--- src/rtl/legv8_decode_ctrl.sv ---
// Registered LEGv8 decoder: main control and ALU control fused, one register stage.
// Control strobes, ALU class and ALU operation select appear one clock after the instruction.
module legv8_decode_ctrl (
  input  logic        clk_i,
  input  logic        rst_ni,
  input  logic        instr_valid_i,
  input  logic [31:0] instruction_i,
  output logic        out_valid_o,
  output logic        reg2loc_o,
  output logic        alu_src_o,
  output logic        mem2reg_o,
  output logic        reg_write_o,
  output logic        mem_read_o,
  output logic        mem_write_o,
  output logic        branch_o,
  output logic [1:0]  alu_op_o,
  output logic [3:0]  alu_signal_o,
  output logic        illegal_o
);

  localparam logic [10:0] OP_ADD  = 11'd1112;
  localparam logic [10:0] OP_SUB  = 11'd1624;
  localparam logic [10:0] OP_AND  = 11'd1104;
  localparam logic [10:0] OP_ORR  = 11'd1360;
  localparam logic [10:0] OP_LDUR = 11'd1986;
  localparam logic [10:0] OP_STUR = 11'd1984;
  localparam logic [7:0]  OP_CBZ  = 8'd180;

  localparam logic [1:0] ALUOP_ADDR = 2'b00;
  localparam logic [1:0] ALUOP_PASS = 2'b01;
  localparam logic [1:0] ALUOP_FUNC = 2'b10;

  localparam logic [3:0] ALU_AND  = 4'b0000;
  localparam logic [3:0] ALU_ORR  = 4'b0001;
  localparam logic [3:0] ALU_ADD  = 4'b0010;
  localparam logic [3:0] ALU_SUB  = 4'b0110;
  localparam logic [3:0] ALU_PASS = 4'b0111;

  logic [10:0] opcode;
  logic [2:0]  func;

  logic       out_valid_d, out_valid_q;
  logic       reg2loc_d, reg2loc_q;
  logic       alu_src_d, alu_src_q;
  logic       mem2reg_d, mem2reg_q;
  logic       reg_write_d, reg_write_q;
  logic       mem_read_d, mem_read_q;
  logic       mem_write_d, mem_write_q;
  logic       branch_d, branch_q;
  logic [1:0] alu_op_d, alu_op_q;
  logic [3:0] alu_signal_d, alu_signal_q;
  logic       illegal_d, illegal_q;

  // Register/immediate operand fields do not influence control.
  logic unused_operand_bits;
  assign unused_operand_bits = ^instruction_i[20:0];

  assign opcode = instruction_i[31:21];
  assign func   = {instruction_i[30], instruction_i[29], instruction_i[24]};

  // Main control; an idle cycle leaves everything at zero.
  always_comb begin
    out_valid_d = 1'b0;
    reg2loc_d   = 1'b0;
    alu_src_d   = 1'b0;
    mem2reg_d   = 1'b0;
    reg_write_d = 1'b0;
    mem_read_d  = 1'b0;
    mem_write_d = 1'b0;
    branch_d    = 1'b0;
    alu_op_d    = ALUOP_ADDR;
    illegal_d   = 1'b0;
    if (instr_valid_i) begin
      out_valid_d = 1'b1;
      if (instruction_i[31:24] == OP_CBZ) begin
        reg2loc_d = 1'b1;
        branch_d  = 1'b1;
        alu_op_d  = ALUOP_PASS;
      end else begin
        case (opcode)
          OP_ADD, OP_SUB, OP_AND, OP_ORR: begin
            reg_write_d = 1'b1;
            alu_op_d    = ALUOP_FUNC;
          end
          OP_LDUR: begin
            alu_src_d   = 1'b1;
            mem2reg_d   = 1'b1;
            reg_write_d = 1'b1;
            mem_read_d  = 1'b1;
          end
          OP_STUR: begin
            reg2loc_d   = 1'b1;
            alu_src_d   = 1'b1;
            mem_write_d = 1'b1;
          end
          default: illegal_d = 1'b1;
        endcase
      end
    end
  end

  // ALU control; gated by valid so idle cycles report 0000.
  always_comb begin
    alu_signal_d = 4'b0000;
    if (instr_valid_i) begin
      case (alu_op_d)
        ALUOP_ADDR: alu_signal_d = ALU_ADD;
        ALUOP_PASS: alu_signal_d = ALU_PASS;
        ALUOP_FUNC: begin
          case (func)
            3'b001:  alu_signal_d = ALU_ADD;
            3'b101:  alu_signal_d = ALU_SUB;
            3'b000:  alu_signal_d = ALU_AND;
            3'b010:  alu_signal_d = ALU_ORR;
            default: alu_signal_d = ALU_ADD;
          endcase
        end
        default: alu_signal_d = ALU_ADD;
      endcase
    end
  end

  always_ff @(posedge clk_i or negedge rst_ni) begin
    if (!rst_ni) begin
      out_valid_q  <= 1'b0;
      reg2loc_q    <= 1'b0;
      alu_src_q    <= 1'b0;
      mem2reg_q    <= 1'b0;
      reg_write_q  <= 1'b0;
      mem_read_q   <= 1'b0;
      mem_write_q  <= 1'b0;
      branch_q     <= 1'b0;
      alu_op_q     <= 2'b00;
      alu_signal_q <= 4'b0000;
      illegal_q    <= 1'b0;
    end else begin
      out_valid_q  <= out_valid_d;
      reg2loc_q    <= reg2loc_d;
      alu_src_q    <= alu_src_d;
      mem2reg_q    <= mem2reg_d;
      reg_write_q  <= reg_write_d;
      mem_read_q   <= mem_read_d;
      mem_write_q  <= mem_write_d;
      branch_q     <= branch_d;
      alu_op_q     <= alu_op_d;
      alu_signal_q <= alu_signal_d;
      illegal_q    <= illegal_d;
    end
  end

  assign out_valid_o  = out_valid_q;
  assign reg2loc_o    = reg2loc_q;
  assign alu_src_o    = alu_src_q;
  assign mem2reg_o    = mem2reg_q;
  assign reg_write_o  = reg_write_q;
  assign mem_read_o   = mem_read_q;
  assign mem_write_o  = mem_write_q;
  assign branch_o     = branch_q;
  assign alu_op_o     = alu_op_q;
  assign alu_signal_o = alu_signal_q;
  assign illegal_o    = illegal_q;

endmodule

--- config.mk ---
export PLATFORM = sky130hd
export DESIGN_NAME = legv8_decode_ctrl
export DESIGN_NICKNAME = d
export VERILOG_FILES = /design/src/rtl/legv8_decode_ctrl.sv
export SDC_FILE = /design/constraint.sdc
export NUM_CORES = 1
export LEC_CHECK = 0
export ABC_AREA = 1
export CORE_MARGIN = 2
export CORE_UTILIZATION = 30
export DETAILED_ROUTE_END_ITERATION = 16
export PLACE_DENSITY_LB_ADDON = 0.08
export SYNTH_ARGS = -nofsm -noshare
export SYNTH_HDL_FRONTEND = slang
export SYNTH_SLANG_ARGS = --single-unit
--- constraint.sdc ---
create_clock -name clk_i -period 0.8 [get_ports clk_i]
set_input_delay 0.16 -clock clk_i [delete_from_list [all_inputs] [get_ports clk_i]]
set_output_delay 0.16 -clock clk_i [all_outputs]
set_load 0.1 [all_outputs]
==> results of run 1 <==
## per-stage QoR
step	hold WS (ns)	util (%)
after floorplan	-0.136	-
after global placement	0.496	57.9
after detailed placement	0.499	57.9
after CTS	0.204	63.2
after global routing	0.187	64.8
final	0.191	64.8
## cell type report
type	count	area share [%]
Sequential cell	12	27.4
Clock buffer	4	2.88
Timing Repair Buffer	35	35.5
Tap cell	27	2.68
Inverter	12	3.58
Multi-Input combinational cell	44	27.9
## worst paths after layout
kind,endpoint,slack (ns),depth (start not counted)
worst min-delay path,out_valid_o,0.19,2
worst max-delay path,mem2reg_o,-0.31,1
min in group asynchronous,reg2loc_o,0.21,2
max in group asynchronous,out_valid_o,0.47,2
## sequential cells by signal, summed over array words and instances, names as in the netlist
name	flops
alu_op_o	1
alu_signal_o	3
alu_src_o	1
branch_o	1
illegal_o	1
mem_read_o	1
mem_write_o	1
out_valid_o	1
reg2loc_o	1
reg_write_o	1
## report_power, final
part           switching (mW)  internal [mW]  leakage [nW]
registers             0.00719          0.619         0.140
logic                   0.214          0.130         0.402
clock network           0.197          0.276        0.0210
## Yosys cell counts (3+ instances only)
cell / instances
inv_1: 9
nor2_2: 5
nand2_1: 13
buf_4: 3
nand2_2: 3
nor2_1: 7
inv_2: 3
a21oi_1: 3
nand3_1: 3
dfrtp_1: 12
## cells by family after synthesis
logic type / Yosys count / share of synthesized area [%]
and+or+nand+nor: 38 / 34.2
buffers and inverters: 15 / 11.0
DFF: 12 / 48.9
AOI/OAI and AO/OA: 5 / 5.30
other: 1 / 0.610
## per-layer routing
layer | GRT usage [%] | routed length (um) | vias up
li1 | - | - | 284
met1 | 13.3 | 503 | 259
met2 | 23.4 | 775 | 19
met3 | 1.53 | 68 | 2
met4 | 10.0 | 27 | 0
met5 | 0 | 0 | -
## repair_timing
| action | in CTS | in global routing |
|---|---|---|
| pin swaps | 23 | 16 |
| endpoints found under the setup margin | 25 | 24 |
| buffers inserted | 4 | 0 |
| gates cloned | 0 | 0 |
| gates resized for setup | 34 | 31 |
==> run_results.csv, run 1 <==
group,metric,value,unit
status,outcome,"complete, but fails checks",
status,violations,"negative setup slack",
hold_path,worstHoldStart,"instr_valid_i",
die,io_pins,50,
layout,antenna_cells,0,
synth,yosysWarnings,0,
timing,setup_ws,-0.313,ns
synth,synthTopCellsByArea,"dfrtp_1 (49%), nand2_1 (7.9%), inv_1 (5.5%)",
layout,post-route-cell-area,1260,um2
global_routing,grtUsageTotal,12.9,%
placement,gp_congestion,0.781,
clock_network,h-tree-depth,1,
clock_network,cts_hold_buf,0,
synth,synth_area_leader_cell,"dfrtp_1",
clock_network,root_buffer,"clkbuf_4",
placement,port_buffers,27,
timing,setup_viol_count_final,14,
timing,min_period,1.11,ns
synth,netlist_instances,71,
global_routing,overflow,0,
setup_path,cp_slowest_cell,"dfrtp_4",
clock_network,clock_sinks,12,
timing,rsz0062_at_grt,"yes",
setup_path,crit_start,"mem_read_o",
die,coreArea,1940,um2
placement,post-dp-hpwl,1.07,mm
route,num_vias,564,
global_routing,grt_max_degree,13,
layout,area.growth.synth_to_final,105,%
clock_network,cts_tree,"built",
global_routing,grt_pass1_vias,568,
layout,fin_nets,143,
placement,placed_cells,126,
setup_path,cp.required,0.64,ns
layout,seqCellArea,345,um2
die,die_area,2430,um2
synth,netlist_area,614,um2
pwr,ir_worst_vdd,0.000572,V
placement,place_area,1120,um2
die,die_x,49.3,um
synth,syn-num-nets,106,
route,remaining_drc_errors,0,
route,wl_per_cell,10.3,um
layout,fillCellCount,162,
setup_path,crit_path_max_incr_delay,0.51,ns
setup_path,crit_path_end_kind,"output port",
global_routing,grt_pass1_wl,2.34,mm
clock_network,cts.clk_slew.worst_paths,0.08,ns
die,start_util,31.6,%
setup_path,cp_max_fo,2,
placement,dp_slack,-0.595,ns
route,drt_pass1_iterations,3,
die,dieHeight,49.3,um
route,viasPerCell,4.21,
layout,mostFrequentLayoutCell,"buf_12",
layout,drive_gt1_share,80.4,%
timing,min_period_over_period,139,%
synth,synth_top_cell_area_share,48.9,%
route,drt-initial-drc-count,1,
route,wl,1.37,mm
synth,synthArstFlopShare,100,%
clock_network,ctsLongestPathBuffers,2,
layout,instances_no_fill,134,
synth,synth_area_per_cell,8.65,um2
timing,hold_viol,0,
timing,fmax,899,MHz
synth,ys_ff_latch,12,
route,drtAntennaViolNets,0,
global_routing,antenna_found_initial,0,
setup_path,worstSetupPathType,"flip-flop to output port",
setup_path,path_cells,"buf_12",
pwr,fin_total_pwr,1.44,mW
synth,synth-main-ff-cell,"dfrtp_1",
synth,ys_types,16,
hold_path,min_path_type,"input port to flip-flop",
die,num_rows,16,
synth,synth-edff-count,0,
setup_path,cp-start-kind,"flip-flop",
layout,multi_input_area,352,um2
pwr,p_per_area,1150,nW/um2
setup_path,crit_family,"flip-flops",
job,drv_cap,0,
setup_path,path_buf_inv,1,
timing,final_max_slew_viol_count,0,
clock_network,cts_made_buffers,3,
pwr,leakage,0.562,nW
layout,layout_common_cells,"buf_12 (15), dfrtp_4 (12)",
timing,finalSetupTns,-4.04,ns
setup_path,cp.arrival,0.95,ns
synth,yosysSeqAreaShare,48.9,%
(Power assumes the default switching activity.)
==> run 2: changes to the inputs <==
--- a/config.mk
+++ b/config.mk
@@ -13,3 +13,4 @@
 export SYNTH_ARGS = -nofsm -noshare
 export SYNTH_HDL_FRONTEND = slang
 export SYNTH_SLANG_ARGS = --single-unit
+export TNS_END_PERCENT = 50
==> run 2 against run 1 <==
The run still ends with negative setup slack left; hold slack improved by 0.019 ns; final area decreased by 7.0%; count of clock-buffer cells in the layout decreased by 1; global-route usage decreased by 0.79 points; clock power decreased by 26%; utilization decreased by 4.5 points; total power decreased by 10%; maximum frequency increased by 0.70%; worst setup slack improved by 0.0077 ns; non-clock buffer count decreased by 2; critical path depth unchanged; largest cell class unchanged.
==> run_results.csv, run 2 (synthesized netlist as in run 1, its figures left out) <==
group,metric,value,unit
route,wl_per_cell,9.50,um
pwr,fin_total_pwr,1.29,mW
setup_path,cp_max_fo,2,
setup_path,crit_start,"mem_read_o",
setup_path,crit_path_end_kind,"output port",
timing,setup_viol_count_final,16,
clock_network,cts_made_buffers,3,
clock_network,clock_sinks,12,
route,drtAntennaViolNets,0,
clock_network,h-tree-depth,1,
placement,gp_congestion,0.759,
global_routing,grtUsageTotal,12.1,%
pwr,ir_worst_vdd,0.000687,V
placement,post-dp-hpwl,1.03,mm
setup_path,worstSetupPathType,"flip-flop to output port",
hold_path,min_path_type,"input port to asynchronous set/reset pin",
timing,min_period_over_period,138,%
global_routing,grt_pass1_wl,2.20,mm
setup_path,path_cells,"buf_12",
timing,min_period,1.10,ns
die,start_util,31.6,%
die,coreArea,1940,um2
placement,port_buffers,27,
layout,finish.utilization,60.3,%
setup_path,cp_slowest_cell,"dfrtp_4",
global_routing,overflow,0,
layout,largest_reg_flops,3,
placement,dp_slack,-0.586,ns
setup_path,cp.required,0.64,ns
timing,rsz0062_at_grt,"yes",
setup_path,path_buf_inv,1,
placement,place_area,1110,um2
layout,fin_nets,141,
layout,antenna_cells,0,
timing,setup_ws,-0.305,ns
die,dieHeight,49.3,um
route,wl,1.24,mm
clock_network,cts_tree,"built",
route,num_vias,552,
setup_path,crit_family,"flip-flops",
route,remaining_drc_errors,0,
route,drt_pass1_iterations,4,
layout,seqCellArea,328,um2
layout,layout_common_cells,"buf_12 (15), nand2_1 (11), dfrtp_2 (7)",
setup_path,crit_path_max_incr_delay,0.50,ns
clock_network,root_buffer,"clkbuf_4",
global_routing,antenna_found_initial,0,
layout,post-route-cell-area,1170,um2
route,drt-initial-drc-count,4,
status,violations,"negative setup slack",
timing,hold_viol,0,
job,drv_cap,0,
layout,multi_input_area,304,um2
pwr,p_per_area,1110,nW/um2
layout,drive_gt1_share,67.3,%
timing,final_max_slew_viol_count,0,
layout,fillCellCount,180,
layout,mostFrequentLayoutCell,"buf_12",
route,viasPerCell,4.21,
status,outcome,"complete, but fails checks",
layout,area.growth.synth_to_final,90.6,%
die,die_area,2430,um2
global_routing,grt_pass1_vias,538,
pwr,leakage,0.533,nW
die,num_rows,16,
die,io_pins,50,
setup_path,cp.arrival,0.94,ns
clock_network,cts.clk_slew.worst_paths,0.07,ns
die,die_x,49.3,um
timing,finalSetupTns,-3.51,ns
global_routing,grt_max_degree,13,
setup_path,cp-start-kind,"flip-flop",
setup_path,cp_num_cells,1,
timing,fmax,905,MHz
clock_network,ctsLongestPathBuffers,2,
setup_path,crit_end,"mem2reg_o",
-- run 2: cell count changes in the layout (fill, tap and decap cells not counted), sizes merged --
| cell | change |
|---|---|
| clkbuf | -7 |
| clkdlybuf4s15 | +1 |
| dlymetal6s2s | -1 |
| dlygate4sd2 | +4 |
-- run 2: how the worst min path moves through the flow --
stage	start	slack, ns	cells past startpoint	to
after floorplan	rst_ni	-0.14	0	alu_signal_o[2]
after global placement	rst_ni	0.50	2	alu_signal_o[1]
after detailed placement	rst_ni	0.50	2	alu_signal_o[2]
after CTS	rst_ni	0.21	2	mem_read_o
after global routing	rst_ni	0.20	2	mem_write_o
final	rst_ni	0.21	2	alu_signal_o[2]
-- run 2: repair_timing --
item	CTS	global route
hold buffers	0	0
cloned	0	0
buffers inserted	2	0
pin swaps	14	2
gates resized for setup	41	2
endpoints found under the setup margin	25	24
-- run 2: per-stage QoR --
stage               instances  hold WS [ns]
finish                    131         0.210
global route              131         0.196
CTS                       131         0.209
detailed placement        126         0.496
global placement          126         0.496
floorplan                  71        -0.136
-- run 2: area by class of cell --
| cell class | instances | share of cell area (%) |
|---|---|---|
| clock buffer | 3 | 1.92 |
| inverter | 12 | 3.85 |
| sequential | 12 | 28.0 |
| timing repair buffer | 33 | 37.4 |
| multi-input combinational | 44 | 26.0 |
| tap | 27 | 2.88 |
-- run 2: power by group --
group | switching [mW] | internal, mW
Combinational | 0.196 | 0.122
Sequential | 0.00731 | 0.617
Clock | 0.178 | 0.174
-- run 2: per-layer routing --
metal	share of wire, %	vias up	GRT usage (%)
met3	5.9	4	1.53
met4	3.3	0	8.57
met2	55	22	22.5
li1	-	282	-
met5	0	-	0
met1	35	244	12.4
